[config.mk]
export PLATFORM = sky130hd
export DESIGN_NAME = store_buffer
export DESIGN_NICKNAME = d
export VERILOG_FILES = /design/src/rtl/store_buffer.sv
export SDC_FILE = /design/constraint.sdc
export NUM_CORES = 1
export LEC_CHECK = 0
export BUFFER_PORTS_ARGS = -buffer_cell sky130_fd_sc_hd__buf_2
export CORE_MARGIN = 10
export CORE_UTILIZATION = 45
export CTS_CLUSTER_DIAMETER = 150
export DETAILED_ROUTE_END_ITERATION = 7
export GPL_TIMING_DRIVEN = 0
export HOLD_SLACK_MARGIN = 0.03
export PLACE_DENSITY = 0.76
export SYNTH_ARGS = -nofsm -noshare
export SYNTH_HDL_FRONTEND = slang
export SYNTH_SLANG_ARGS = --single-unit
[constraint.sdc]
create_clock -name clk -period 5.8 [get_ports clk]
set_input_delay 0.29 -clock clk [delete_from_list [all_inputs] [get_ports clk]]
set_output_delay 0.29 -clock clk [all_outputs]
set_load 0.005 [all_outputs]
[src/rtl/store_buffer.sv]
// Store buffer between EX/MEM and the data memory; lazy FIFO write-back.
// Optional load forwarding from exact word stores: define STBUF_FWD_EN.
module store_buffer #(
  parameter int DEPTH = 2
) (
  input  logic        clk,
  input  logic        rst,
  input  logic        req_valid,
  input  logic        req_we,
  input  logic [6:0]  req_addr,
  input  logic [2:0]  req_type,
  input  logic [31:0] req_wdata,
  input  logic        flush,
  output logic        stall,
  output logic        load_valid,
  output logic [31:0] load_data,
  output logic        sb_empty,
  output logic        dm_we,
  output logic [6:0]  dm_addr,
  output logic [2:0]  dm_type,
  output logic [31:0] dm_din,
  input  logic [31:0] dm_dout
);

  localparam int PW = $clog2(DEPTH);
  localparam int CW = $clog2(DEPTH) + 1;

  localparam logic [2:0] DM_WORD   = 3'b000;
  localparam logic [2:0] DM_HALF   = 3'b001;
  localparam logic [2:0] DM_HALF_U = 3'b010;
  localparam logic [2:0] DM_BYTE   = 3'b011;

  logic [6:0]    addr_q [DEPTH];
  logic [2:0]    type_q [DEPTH];
  logic [31:0]   data_q [DEPTH];
  logic [PW-1:0] head;
  logic [CW-1:0] count;
  logic [PW-1:0] tail;
  logic [PW-1:0] idx;
  logic [PW-1:0] yidx;
  logic          hit;
  logic          enq;
  logic          drain;
  logic          ld_acc;

  function automatic logic [2:0] fp_size(input logic [2:0] t);
    if (t == DM_WORD) return 3'd4;
    if (t == DM_HALF || t == DM_HALF_U) return 3'd2;
    return 3'd1;
  endfunction

  function automatic logic spans(input logic [6:0] a,
                                 input logic [2:0] t);
    logic [2:0] e;
    e = {1'b0, a[1:0]} + fp_size(t);
    return e > 3'd4;
  endfunction

  function automatic logic overlap(input logic [6:0] a,
                                   input logic [2:0] ta,
                                   input logic [6:0] b,
                                   input logic [2:0] tb);
    logic [4:0] wa, wb, na, nb;
    wa = a[6:2];
    wb = b[6:2];
    na = wa + 5'd1;
    nb = wb + 5'd1;
    return (wa == wb) || (spans(a, ta) && na == wb) ||
           (spans(b, tb) && nb == wa);
  endfunction

  assign tail     = head + count[PW-1:0];
  assign sb_empty = (count == '0);

  // Find the youngest live entry whose footprint overlaps the request
  always_comb begin
    hit  = 1'b0;
    yidx = head;
    idx  = head;
    for (int i = 0; i < DEPTH; i++) begin
      idx = head + i[PW-1:0];
      if (CW'(i) < count &&
          overlap(req_addr, req_type, addr_q[idx], type_q[idx])) begin
        hit  = 1'b1;
        yidx = idx;
      end
    end
  end

`ifdef STBUF_FWD_EN
  logic        fwd_ok;
  logic        ld_fwd;
  logic [31:0] fwd_data;
  logic [31:0] fwd_raw;

  // Extend the forwarded word store data as the load type asks
  always_comb begin
    fwd_ok   = hit && type_q[yidx] == DM_WORD &&
               addr_q[yidx] == req_addr;
    fwd_raw  = data_q[yidx];
    fwd_data = fwd_raw;
    unique case (req_type)
      DM_HALF:   fwd_data = {{16{fwd_raw[15]}}, fwd_raw[15:0]};
      DM_HALF_U: fwd_data = {16'h0, fwd_raw[15:0]};
      DM_BYTE:   fwd_data = {{24{fwd_raw[7]}}, fwd_raw[7:0]};
      3'b100:    fwd_data = {24'h0, fwd_raw[7:0]};
      default:   fwd_data = fwd_raw;
    endcase
  end
`endif

  // Arbitrate the dm port: store enqueue, load, or head drain
  always_comb begin
    stall   = 1'b0;
    enq     = 1'b0;
    drain   = 1'b0;
    ld_acc  = 1'b0;
`ifdef STBUF_FWD_EN
    ld_fwd  = 1'b0;
`endif
    dm_we   = 1'b0;
    dm_addr = '0;
    dm_type = '0;
    dm_din  = '0;
    if (!rst) begin
      if (req_valid && req_we) begin
        if (count < CW'(DEPTH)) begin
          enq = 1'b1;
        end else begin
          stall = 1'b1;
          drain = 1'b1;
        end
      end else if (req_valid) begin
        if (flush && count != '0) begin
          stall = 1'b1;
          drain = 1'b1;
        end else if (hit) begin
`ifdef STBUF_FWD_EN
          if (fwd_ok) begin
            ld_acc = 1'b1;
            ld_fwd = 1'b1;
          end else begin
            stall = 1'b1;
            drain = 1'b1;
          end
`else
          stall = 1'b1;
          drain = 1'b1;
`endif
        end else begin
          ld_acc = 1'b1;
        end
      end else if (count != '0) begin
        drain = 1'b1;
      end
      if (drain) begin
        dm_we   = 1'b1;
        dm_addr = addr_q[head];
        dm_type = type_q[head];
        dm_din  = data_q[head];
`ifdef STBUF_FWD_EN
      end else if (ld_acc && !ld_fwd) begin
`else
      end else if (ld_acc) begin
`endif
        dm_addr = req_addr;
        dm_type = req_type;
      end
    end
  end

  // FIFO pointers, entry storage and the registered load result
  always_ff @(posedge clk) begin
    if (rst) begin
      head       <= '0;
      count      <= '0;
      load_valid <= 1'b0;
      load_data  <= '0;
    end else begin
      if (enq) begin
        addr_q[tail] <= req_addr;
        type_q[tail] <= req_type;
        data_q[tail] <= req_wdata;
      end
      if (drain) head <= head + 1'b1;
      unique case ({enq, drain})
        2'b10:   count <= count + 1'b1;
        2'b01:   count <= count - 1'b1;
        default: count <= count;
      endcase
      load_valid <= ld_acc;
      if (ld_acc) begin
`ifdef STBUF_FWD_EN
        load_data <= ld_fwd ? fwd_data : dm_dout;
`else
        load_data <= dm_dout;
`endif
      end
    end
  end

endmodule

Word-level counts from Yosys, hierarchy flattened
Memories as Yosys holds them, arrays and structs flattened. A register that Yosys moved wholly into a read port is not among the register bits.
Index checks and enable logic that the tools add are counted.
Widths: inputs -> output; s select.
{ "totals": {"ff_bits": 36, "latch_bits": 0, "mem_bits_rw": 84, "romBits": 0, "in_bits": 79, "out_inout_bits": 78, "memories": 3} }
{ "op_classes": {"add_sub_neg": 10, "n_mul": 0, "n_div": 0, "order_cmp": 6, "n_eq_ne": 14, "shifts": 0, "mux": 63, "bitwise": 0, "n_reduce_logical": 21} }
{ "mem_list": {"columns": ["name", "depth", "word_bits", "read_ports", "rd_ports_with_merged_regs", "wr", "line", "text"], "rows": [
  ["data_q", 2, 32, 1, 1, 1, "35", "logic [31:0] data_q [DEPTH];"],
  ["addr_q", 2, 7, 2, 1, 1, "33", "logic [6:0] addr_q [DEPTH];"],
  ["type_q", 2, 3, 2, 1, 1, "34", "logic [2:0] type_q [DEPTH];"]
]} }
{ "op_table": {"columns": ["cell", "count"], "rows": [
  ["$mux 32", 2],
  ["$mux 3", 15],
  ["$mux 1", 42],
  ["$eq 5x5->1", 6],
  ["$mux 7", 3],
  ["$add 5x1->5 const B", 3],
  ["$add 2x3->3", 3],
  ["$eq 3x1->1 const B", 3],
  ["$eq 3x2->1 const B", 3],
  ["$gt 3x3->1 const B", 3],
  ["$logic_not 3->1", 3],
  ["$logic_and 1x1->1", 8],
  ["$logic_or 1x1->1", 7],
  ["$lt 1x2->1 const A", 2],
  ["$pmux 2 s2", 1],
  ["$reduce_bool 2->1", 2],
  ["$add 2x1->2 const B", 1],
  ["$eq 2x1->1 const B", 1],
  ["$eq 2x2->1 const B", 1],
  ["$logic_not 2->1", 1],
  ["$lt 2x2->1 const B", 1],
  ["$sub 2x1->2 const B", 1],
  ["$add 1x1->1", 1],
  ["$add 1x1->1 const B", 1]
]} }

Longest topological paths before layout
Gate-level depths: netlist (run 1).
{ "logic_depth": {"word_depth": 22, "mapped_depth": 20, "ltp_nobuf": 16} }

Worst setup path after synthesis (run 1)
Ideal clock, no wire load.
{ "synth_timing": {"path_type": "register to register", "startpoint": "register with a tool-made name", "endpoint": "register count[1]", "arrival_ns": 3.963, "setup_slack_ns": 1.751, "path_stages_with_launch": 21, "n_path_buf": 4, "period_less_slack_ns": 4.049, "path_cell_list": "dfxtp_1 buf_4 buf_2 buf_1 mux2i_1 o211ai_1 ha_1 inv_1 fa_1 a21oi_1 nand3_1 or3_1 o31ai_1 a22o_1 o21bai_2 buf_2 inv_1 ha_1 xor2_1 nor2_1 a211oi_1"} }
{ "synth_lines": {"columns": ["item", "line", "text"], "rows": [
  ["to (signal assigned)", "187", "2'b10: count <= count + 1'b1;"],
  ["to (signal assigned)", "188", "2'b01: count <= count - 1'b1;"],
  ["to (signal assigned)", "189", "default: count <= count;"],
  ["to (decl)", "37", "logic [CW-1:0] count;"]
]} }

==> results of run 1 <==
==> area by class of cell <==
class / count / area, µm² / area share [%]
Buffer: 24 / 132.6 / 1.794
Multi-Input combinational cell: 304 / 2277 / 30.81
Sequential cell: 121 / 3263 / 44.14
Clock buffer: 17 / 425.4 / 5.755
Clock inverter: 15 / 198.9 / 2.691
Timing Repair Buffer: 158 / 820.8 / 11.10
Tap cell: 172 / 215.2 / 2.911
Inverter: 15 / 56.30 / 0.7617
Antenna cell: 1 / 2.502 / 0.03385
==> where the power goes <==
part	internal [W]	switching [W]	leakage, nW	total (W)
sequential	0.000995	0.0000312	1.06	0.00103
combinational	0.000300	0.000388	1.61	0.000689
clock	0.000720	0.000392	0.305	0.00111
==> cell families (layout without fill, tap and decap cells) <==
family / count (synthesis) / count (layout) / synth area share, %
xor+xnor: 31 / 31 / 4.992
mux: 84 / 84 / 15.02
buf+inv: 39 / 229 / 3.306
compound gates: 52 / 52 / 6.591
flops: 121 / 121 / 57.11
other cells: 0 / 1 / 0
fa+ha+maj: 12 / 12 / 3.022
simple gates: 125 / 125 / 9.963
==> worst max-delay path: cells and delay by family (launching register included) <==
kind | cells | cell delay, ns
compound gates | 6 | 1.14
fa+ha+maj | 2 | 0.63
simple gates | 2 | 0.49
buf+inv | 6 | 1.57
flops | 1 | 0.32
mux | 1 | 0.37
==> sequential cells by signal (all words and copies together) (netlist names), named ones only <==
| register | cells |
|---|---|
| addr_q | 14 |
| head | 1 |
| load_data | 32 |
| count | 2 |
| type_q | 6 |
| data_q | 64 |
| load_valid | 1 |
==> synthesized netlist by cell type (4+ instances only) <==
cell / count / share of area (%)
a21oi_1: 10 / 0.88
a31oi_1: 4 / 0.44
buf_2: 7 / 0.61
clkbuf_1: 10 / 0.66
dfxtp_1: 37 / 13
edfxtp_1: 84 / 44
ha_1: 9 / 2.0
inv_1: 15 / 0.99
mux2_2: 4 / 0.79
mux2i_1: 79 / 14
nand2_1: 11 / 0.72
nand2b_1: 6 / 0.66
nand3_1: 9 / 0.79
nand3b_1: 4 / 0.53
nor2_1: 71 / 4.7
nor2b_1: 5 / 0.55
nor3_1: 6 / 0.53
nor3b_1: 4 / 0.53
o211ai_1: 4 / 0.53
o21ai_0: 8 / 0.70
o2bb2ai_1: 9 / 1.4
xnor2_1: 21 / 3.2
xor2_1: 9 / 1.4
==> how the worst min path moves through the flow <==
stage | startpoint | end | slack (ns) | depth (start not counted)
after floorplan | req_addr[0] | addr_q[0][0] | 0.39 | 0
after global placement | load_data[21] | load_data[21] | 0.47 | 2
after detailed placement | load_data[26] | load_data[26] | 0.48 | 2
after CTS | req_wdata[12] | data_q[1][12] | 0.04 | 1
after global routing | req_wdata[22] | data_q[0][22] | 0.05 | 1
final | req_wdata[12] | data_q[1][12] | 0.06 | 1
==> placed cells by master, fill, tap and decap left out, drive strengths merged, types with 2 or more instances in the layout <==
| cell | netlist | routed |
|---|---|---|
| o22ai | 2 | 2 |
| a21oi | 11 | 11 |
| xnor2 | 21 | 21 |
| nor2 | 71 | 71 |
| a31oi | 4 | 4 |
| mux2i | 80 | 80 |
| o2bb2ai | 9 | 9 |
| nor2b | 5 | 5 |
| dfxtp | 37 | 37 |
| nand2 | 11 | 11 |
| nor3 | 6 | 6 |
| clkbuf | 10 | 27 |
| ha | 9 | 9 |
| o21ai | 8 | 8 |
| bufinv | 0 | 4 |
| nor4 | 3 | 3 |
| xor2 | 9 | 9 |
| a211oi | 3 | 3 |
| clkinv | 0 | 7 |
| nand3 | 9 | 9 |
| edfxtp | 84 | 84 |
| a21o | 2 | 2 |
| mux2 | 4 | 4 |
| inv | 15 | 18 |
| o31ai | 2 | 2 |
| nand3b | 4 | 4 |
| buf | 14 | 172 |
| fa | 3 | 3 |
| nor3b | 4 | 4 |
| nand2b | 6 | 6 |
| o211ai | 4 | 4 |
==> stage by stage <==
| step | power (W) | util (%) | hold WS, ns |
|---|---|---|---|
| finish | 0.002827 | 59.06 | 0.06382 |
| global route | 0.002955 | 59.06 | 0.05231 |
| CTS | 0.002843 | 59.04 | 0.04285 |
| detailed placement | 0.001724 | 54.05 | 0.4789 |
| global placement | 0.001695 | 53.61 | 0.4678 |
| floorplan | 0.001499 | - | 0.3889 |
==> metal layers <==
metal  global-route usage [%]  part of all wire [%]  vias up
li1                         -                     -     2031
met3                    4.239                   5.4       24
met4                    7.457                   2.1        0
met2                    30.23                    55      155
met5                        0                     0        -
met1                    17.34                    38     2029
==> reports/qor.json, run 1 <==
{
  "critical_path": {
    "crit_path_start_kind": "flop",
    "critPathCapture": "dm_addr[6]",
    "critical_path.most_common_cell": "buf_2",
    "timing.reg2reg.setup_slack_ns": 0.91,
    "timing.setup.critical_path_class": "reg -> out",
    "reg2regPathDepth": 20,
    "worstPathMaxFanout": 10,
    "worst_ep_required_time_ns": 5.51,
    "ordered_list_of_cells_on_the_worst_path": "buf_4 -> buf_2 -> buf_1 -> mux2i_1 -> o211ai_1 -> ha_1 -> inv_1 -> fa_1 -> a21oi_1 -> nand3_1 -> or3_1 -> o31ai_1 -> a22o_1 -> o21bai_2 -> buf_2 -> o2bb2ai_1 -> buf_2",
    "critical_path_s_slowest_cell": "buf_1",
    "crit_path_end_kind": "output pin",
    "worstReg2RegEnd": "count[1]",
    "arrival_ns": 4.93,
    "critical_path.max_stage_delay_ns": 0.63
  },
  "floorplanning": {
    "start_util_pct": 45.65,
    "die_width_um": 132.7,
    "core_um2": 12520,
    "die_h_um": 132.7,
    "fp.dieArea_um2": 17610,
    "num_rows": 41,
    "floorplan.io_pins": 157
  },
  "place": {
    "place_hpwl_mm": 10.95,
    "detailed_place.area_um2": 6765,
    "place_congestion": 0.8894,
    "buffer_ports.inserted": 156,
    "dp_cells": 794,
    "detailedPlace.worstSlack_ns": 0.9813
  },
  "clock_tree": {
    "cts_tree": "built",
    "cts_htree_levels": 4,
    "clkTransAtPathRegs_ns": 0.06,
    "cts_sink_count": 121,
    "clock_latency_ns": 0.41,
    "cts_made_buffers": 17,
    "cts-hold-fix-buffers": 0,
    "post_cts_buffers": 0,
    "post_cts.resized_instances": 0,
    "ctsLongestPathBuffers": 2,
    "clock_tree.root_cell": "clkbuf_16"
  },
  "global_route": {
    "grt_max_degree": 27,
    "grt_antenna_before_repair": 1,
    "grt_pass1_wl_mm": 23.16,
    "grt_use_total_pct": 16.51,
    "globalRouteOverflowTotal": 0,
    "grt_pass1_vias": 4473
  },
  "sta": {
    "grt_setup_unrepaired": "no",
    "clock-skew-final_ns": 0.008509,
    "layout_worst_path_cycle_share_pct": 89.92,
    "timing_max_transition_violations_final": 0,
    "count_of_final_setup_violators": 0,
    "totalNegativeSetupSlack_ns": 0,
    "max-slew-margin-rel_pct": 48.20,
    "transition_time_at_the_pin_with_the_least_slew_margin_ns": 0.7770,
    "hold_violations": 0,
    "timing.fmax_mhz": 191.7,
    "finalCriticalPeriod_ns": 5.215,
    "worst_slack_ns": 0.5848
  },
  "power_and_ir_drop": {
    "vdd.ir_drop.worst_mv": 0.2156,
    "power_per_cell_area_nw_per_um2": 382.4,
    "leakage_power_summed_over_all_cells_nw": 2.983
  },
  "final_layout": {
    "final_cell_area_um2": 7392,
    "layout.nets": 732,
    "filler_cell_count_in_the_final_layout": 1026,
    "finalNonFillerCells": 827,
    "post_route_cells_drive_above_1_share_pct": 32.57,
    "area_delta_synth_final_pct": 29.36
  },
  "synth": {
    "synth_fp_nets": 555,
    "ys_types": 49,
    "postSynth.asyncResetShare_pct": 0,
    "synth_seq_area_share_pct": 57.11,
    "syn_area_um2": 5714,
    "yosys_warnings": 0,
    "synth-edff-count": 84,
    "post_synth.cell_area_avg_um2": 12.32,
    "yosys_most_used_dff": "edfxtp_1",
    "postSynthRegisterBits": 121,
    "netlist_instances": 464
  },
  "drt": {
    "detail-route-antenna-nets": 0,
    "first_iter_violations": 296,
    "wl_per_cell_um": 17.81,
    "viasPerCell": 5.126,
    "vias": 4239,
    "routed_wl_mm": 14.73,
    "drc": 0,
    "drt_first_pass_iters": 5
  },
  "worst_hold_path": {
    "hold_class": "in -> reg"
  },
  "status": {
    "run_status": "finished clean"
  },
  "flow_run": {
    "maxCapViolCount": 0
  }
}
No activity file was read; power rests on OpenSTA's default activity.
==> run 2: changes to the inputs <==
- clock period: 5.8 -> 5.5 ns (I/O delays scaled with it)
==> run 2 against run 1 <==
Compared with the run above: routed wire length decreased by 0.46%; final cell count unchanged; global-route usage barely moved; critical path depth stayed put; combinational power up 4.8%; die area stayed put; largest power group unchanged; via count is 0.12% higher; sequential cell count stayed put; clock skew is essentially flat; first-iteration DRC count rose by 13%; non-clock buffer count unchanged.
==> reports/qor.json, run 2 (synthesis gave the netlist of run 1 again) <==
{
  "global_route": {
    "grt_use_total": {"value": 16.52, "unit": "%", "change": "about the same"},
    "grt_pass1_wl": {"value": 23.18, "unit": "mm", "change": "about the same"},
    "globalRouteOverflowTotal": {"value": 0, "change": "unchanged"},
    "grt_antenna_before_repair": {"value": 1, "change": "unchanged"},
    "grt_pass1_vias": {"value": 4479, "change": "+0.13%"},
    "grt_max_degree": {"value": 27, "change": "unchanged"}
  },
  "sta": {
    "grt_setup_unrepaired": "no",
    "timing.fmax_mhz": 198.1,
    "count_of_final_setup_violators": {"value": 0, "change": "unchanged"},
    "transition_time_at_the_pin_with_the_least_slew_margin": {"value": 0.7523, "unit": "ns", "change": "-0.02470 ns"},
    "totalNegativeSetupSlack": {"value": 0, "unit": "ns", "change": "unchanged"},
    "timing_max_transition_violations_final": {"value": 0, "change": "unchanged"},
    "clock-skew-final": {"value": 0.008906, "unit": "ns", "change": "+0.0003975 ns"},
    "max-slew-margin-rel": {"value": 49.85, "unit": "%", "change": "+1.6 points"},
    "hold_violations": {"value": 0, "change": "unchanged"},
    "worst_slack": {"value": 0.4524, "unit": "ns", "change": "-0.1323 ns"},
    "layout_worst_path_cycle_share_pct": 91.77,
    "holdWs": {"value": 0.05171, "unit": "ns", "change": "-0.01210 ns"},
    "finalCriticalPeriod_ns": 5.048
  },
  "drt": {
    "detail-route-antenna-nets": {"value": 0, "change": "unchanged"},
    "vias": {"value": 4244, "change": "+0.12%"},
    "drc": {"value": 0, "change": "unchanged"},
    "routed_wl": {"value": 14.66, "unit": "mm", "change": "-0.46%"},
    "drt_first_pass_iters": {"value": 5, "change": "unchanged"},
    "wl_per_cell": {"value": 17.73, "unit": "µm", "change": "-0.46%"},
    "first_iter_violations": {"value": 335, "change": "+13%"},
    "viasPerCell": {"value": 5.132, "change": "+0.12%"}
  },
  "clock_tree": {
    "post_cts_buffers": {"value": 0, "change": "unchanged"},
    "cts_made_buffers": {"value": 17, "change": "unchanged"},
    "cts_sink_count": {"value": 121, "change": "unchanged"},
    "cts_tree": "built",
    "clock_tree.root_cell": "clkbuf_16",
    "cts_htree_levels": {"value": 4, "change": "unchanged"},
    "clkTransAtPathRegs": {"value": 0.06, "unit": "ns", "change": "about the same"},
    "post_cts.resized_instances": {"value": 0, "change": "unchanged"},
    "clock_latency": {"value": 0.41, "unit": "ns", "change": "about the same"},
    "ctsLongestPathBuffers": {"value": 2, "change": "unchanged"}
  },
  "floorplanning": {
    "floorplan.io_pins": {"value": 157, "change": "unchanged"},
    "fp.dieArea": {"value": 17610, "unit": "µm²", "change": "unchanged"},
    "num_rows": {"value": 41, "change": "unchanged"},
    "die_h": {"value": 132.7, "unit": "µm", "change": "unchanged"},
    "die_width": {"value": 132.7, "unit": "µm", "change": "unchanged"},
    "core": {"value": 12520, "unit": "µm²", "change": "unchanged"},
    "start_util": {"value": 45.65, "unit": "%", "change": "unchanged"}
  },
  "final_layout": {
    "final_core_util": {"value": 59.11, "unit": "%", "change": "about the same"},
    "final_cell_mix": "163 x buf_2, 84 x edfxtp_1, 79 x mux2i_1",
    "area_delta_synth_final": {"value": 29.47, "unit": "%", "change": "about the same"},
    "max_flop_register": "data_q",
    "post_route_cells_drive_above_1_share": {"value": 32.57, "unit": "%", "change": "unchanged"},
    "most_common_cell_after_layout_fill_and_taps_aside": "buf_2",
    "biggestRegsByFlops": "data_q x64, load_data x32, addr_q x14",
    "number_of_flip_flops_under_the_largest_register_name": {"value": 64, "change": "unchanged"},
    "layout.nets": {"value": 732, "change": "unchanged"}
  },
  "place": {
    "buffer_ports.inserted": {"value": 156, "change": "unchanged"},
    "place_congestion": {"value": 0.8894, "change": "unchanged"},
    "place_hpwl": {"value": 10.95, "unit": "mm", "change": "unchanged"},
    "detailedPlace.worstSlack": {"value": 0.6813, "unit": "ns", "change": "-0.3000 ns"}
  },
  "critical_path": {
    "critical_path_s_slowest_cell": "clkbuf_1",
    "critical_path.max_stage_delay": {"value": 0.53, "unit": "ns", "change": "-0.10 ns"},
    "crit_path_start_kind": "flop",
    "timing.setup.critical_path_class": "reg -> out",
    "critical_path.most_common_cell": "buf_2",
    "worst_ep_required_time": {"value": 5.22, "unit": "ns", "change": "-0.29 ns"},
    "crit_path_end_kind": "output pin",
    "ordered_list_of_cells_on_the_worst_path": "buf_4 -> buf_2 -> clkbuf_1 -> nand3_1 -> o211ai_1 -> ha_1 -> inv_1 -> fa_1 -> a21oi_1 -> nand3_1 -> or3_1 -> o31ai_1 -> a22o_1 -> o21bai_2 -> buf_2 -> o2bb2ai_1 -> buf_2",
    "arrival": {"value": 4.77, "unit": "ns", "change": "-0.16 ns"},
    "worstPathMaxFanout": {"value": 19, "change": "+9"}
  },
  "power_and_ir_drop": {
    "internal-power": {"value": 0.002125, "unit": "W", "change": "+5.4%"},
    "power_per_cell_area": {"value": 402.2, "unit": "nW/µm²", "change": "+5.2%"},
    "seq_power_share": {"value": 36.4, "unit": "%", "change": "about the same"},
    "gate_power_share": {"value": 24.3, "unit": "%", "change": "about the same"},
    "total_power": {"value": 0.002976, "unit": "W", "change": "+5.3%"},
    "power.share.clock": {"value": 39.4, "unit": "%", "change": "about the same"},
    "leakage_power_summed_over_all_cells": {"value": 2.986, "unit": "nW", "change": "+0.10%"},
    "vdd.ir_drop.worst": {"value": 0.2275, "unit": "mV", "change": "+5.5%"},
    "switchingPower": {"value": 0.0008509, "unit": "W", "change": "+4.9%"},
    "power_switching_share": {"value": 28.60, "unit": "%", "change": "-0.11 points"}
  },
  "worst_hold_path": {
    "hold_start": "req_wdata[23]",
    "hold_class": "in -> reg"
  },
  "flow_run": {
    "maxCapViolCount": {"value": 0, "change": "unchanged"}
  },
  "status": {
    "run_status": "finished clean"
  }
}
run 2: metrics by stage:
| stage | area (µm²) | instances |
|---|---|---|
| final | 7398 | 827 |
| after global routing | 7398 | 827 |
| after CTS | 7400 | 827 |
| after detailed placement | 6765 | 794 |
| after global placement | 6710 | 792 |
| after floorplan | 5714 | 464 |
run 2: power by group through the flow:
stage               Sequential (W)  Clock, W  Combinational, W
finish                     0.00108   0.00117          0.000722
detailed placement         0.00110         0          0.000719
floorplan                  0.00110         0          0.000484
global placement           0.00110         0          0.000687
global route               0.00109   0.00123          0.000797
CTS                        0.00108   0.00119          0.000729
run 2: critical path, delay by kind of cell (launching register included):
kind	cells	cell delay [ns]
flip-flops	1	0.32
AND/OR/NAND/NOR	3	0.64
buffers and inverters	6	1.64
AO/OA/AOI/OAI	6	1.13
adder cells (fa/ha/maj)	2	0.61
run 2: layout make-up:
cell class	instances	area, µm²
Antenna cell	1	2.502
Sequential cell	121	3263
Tap cell	172	215.2
Clock inverter	15	198.9
Timing Repair Buffer	159	830.8
Buffer	23	128.9
Multi-Input combinational cell	304	2277
Fill cell	1025	5119
Clock buffer	17	425.4
Inverter	15	56.30
run 2: final timing paths:
kind	to	cells past startpoint	slack, ns
min	data_q[1][23]	1	0.05
max	dm_addr[6]	17	0.45
max reg2reg	count[1]	20	0.77
min reg2reg	load_data[26]	2	0.49
run 2: what timing repair did:
action,4_1_cts,5_1_grt
setup endpoints to repair,0,3
hold buffers,1,0
endpoints found under the hold margin,2,0
run 2: layer usage:
layer	global-route usage, %	wire [µm]	up-vias	part of all wire, %
met5	0	0	-	0
met4	7.457	298	0	2.0
met3	4.239	729	25	5.0
met2	30.23	8042	143	55
met1	17.36	5590	2041	38
li1	-	-	2035	-
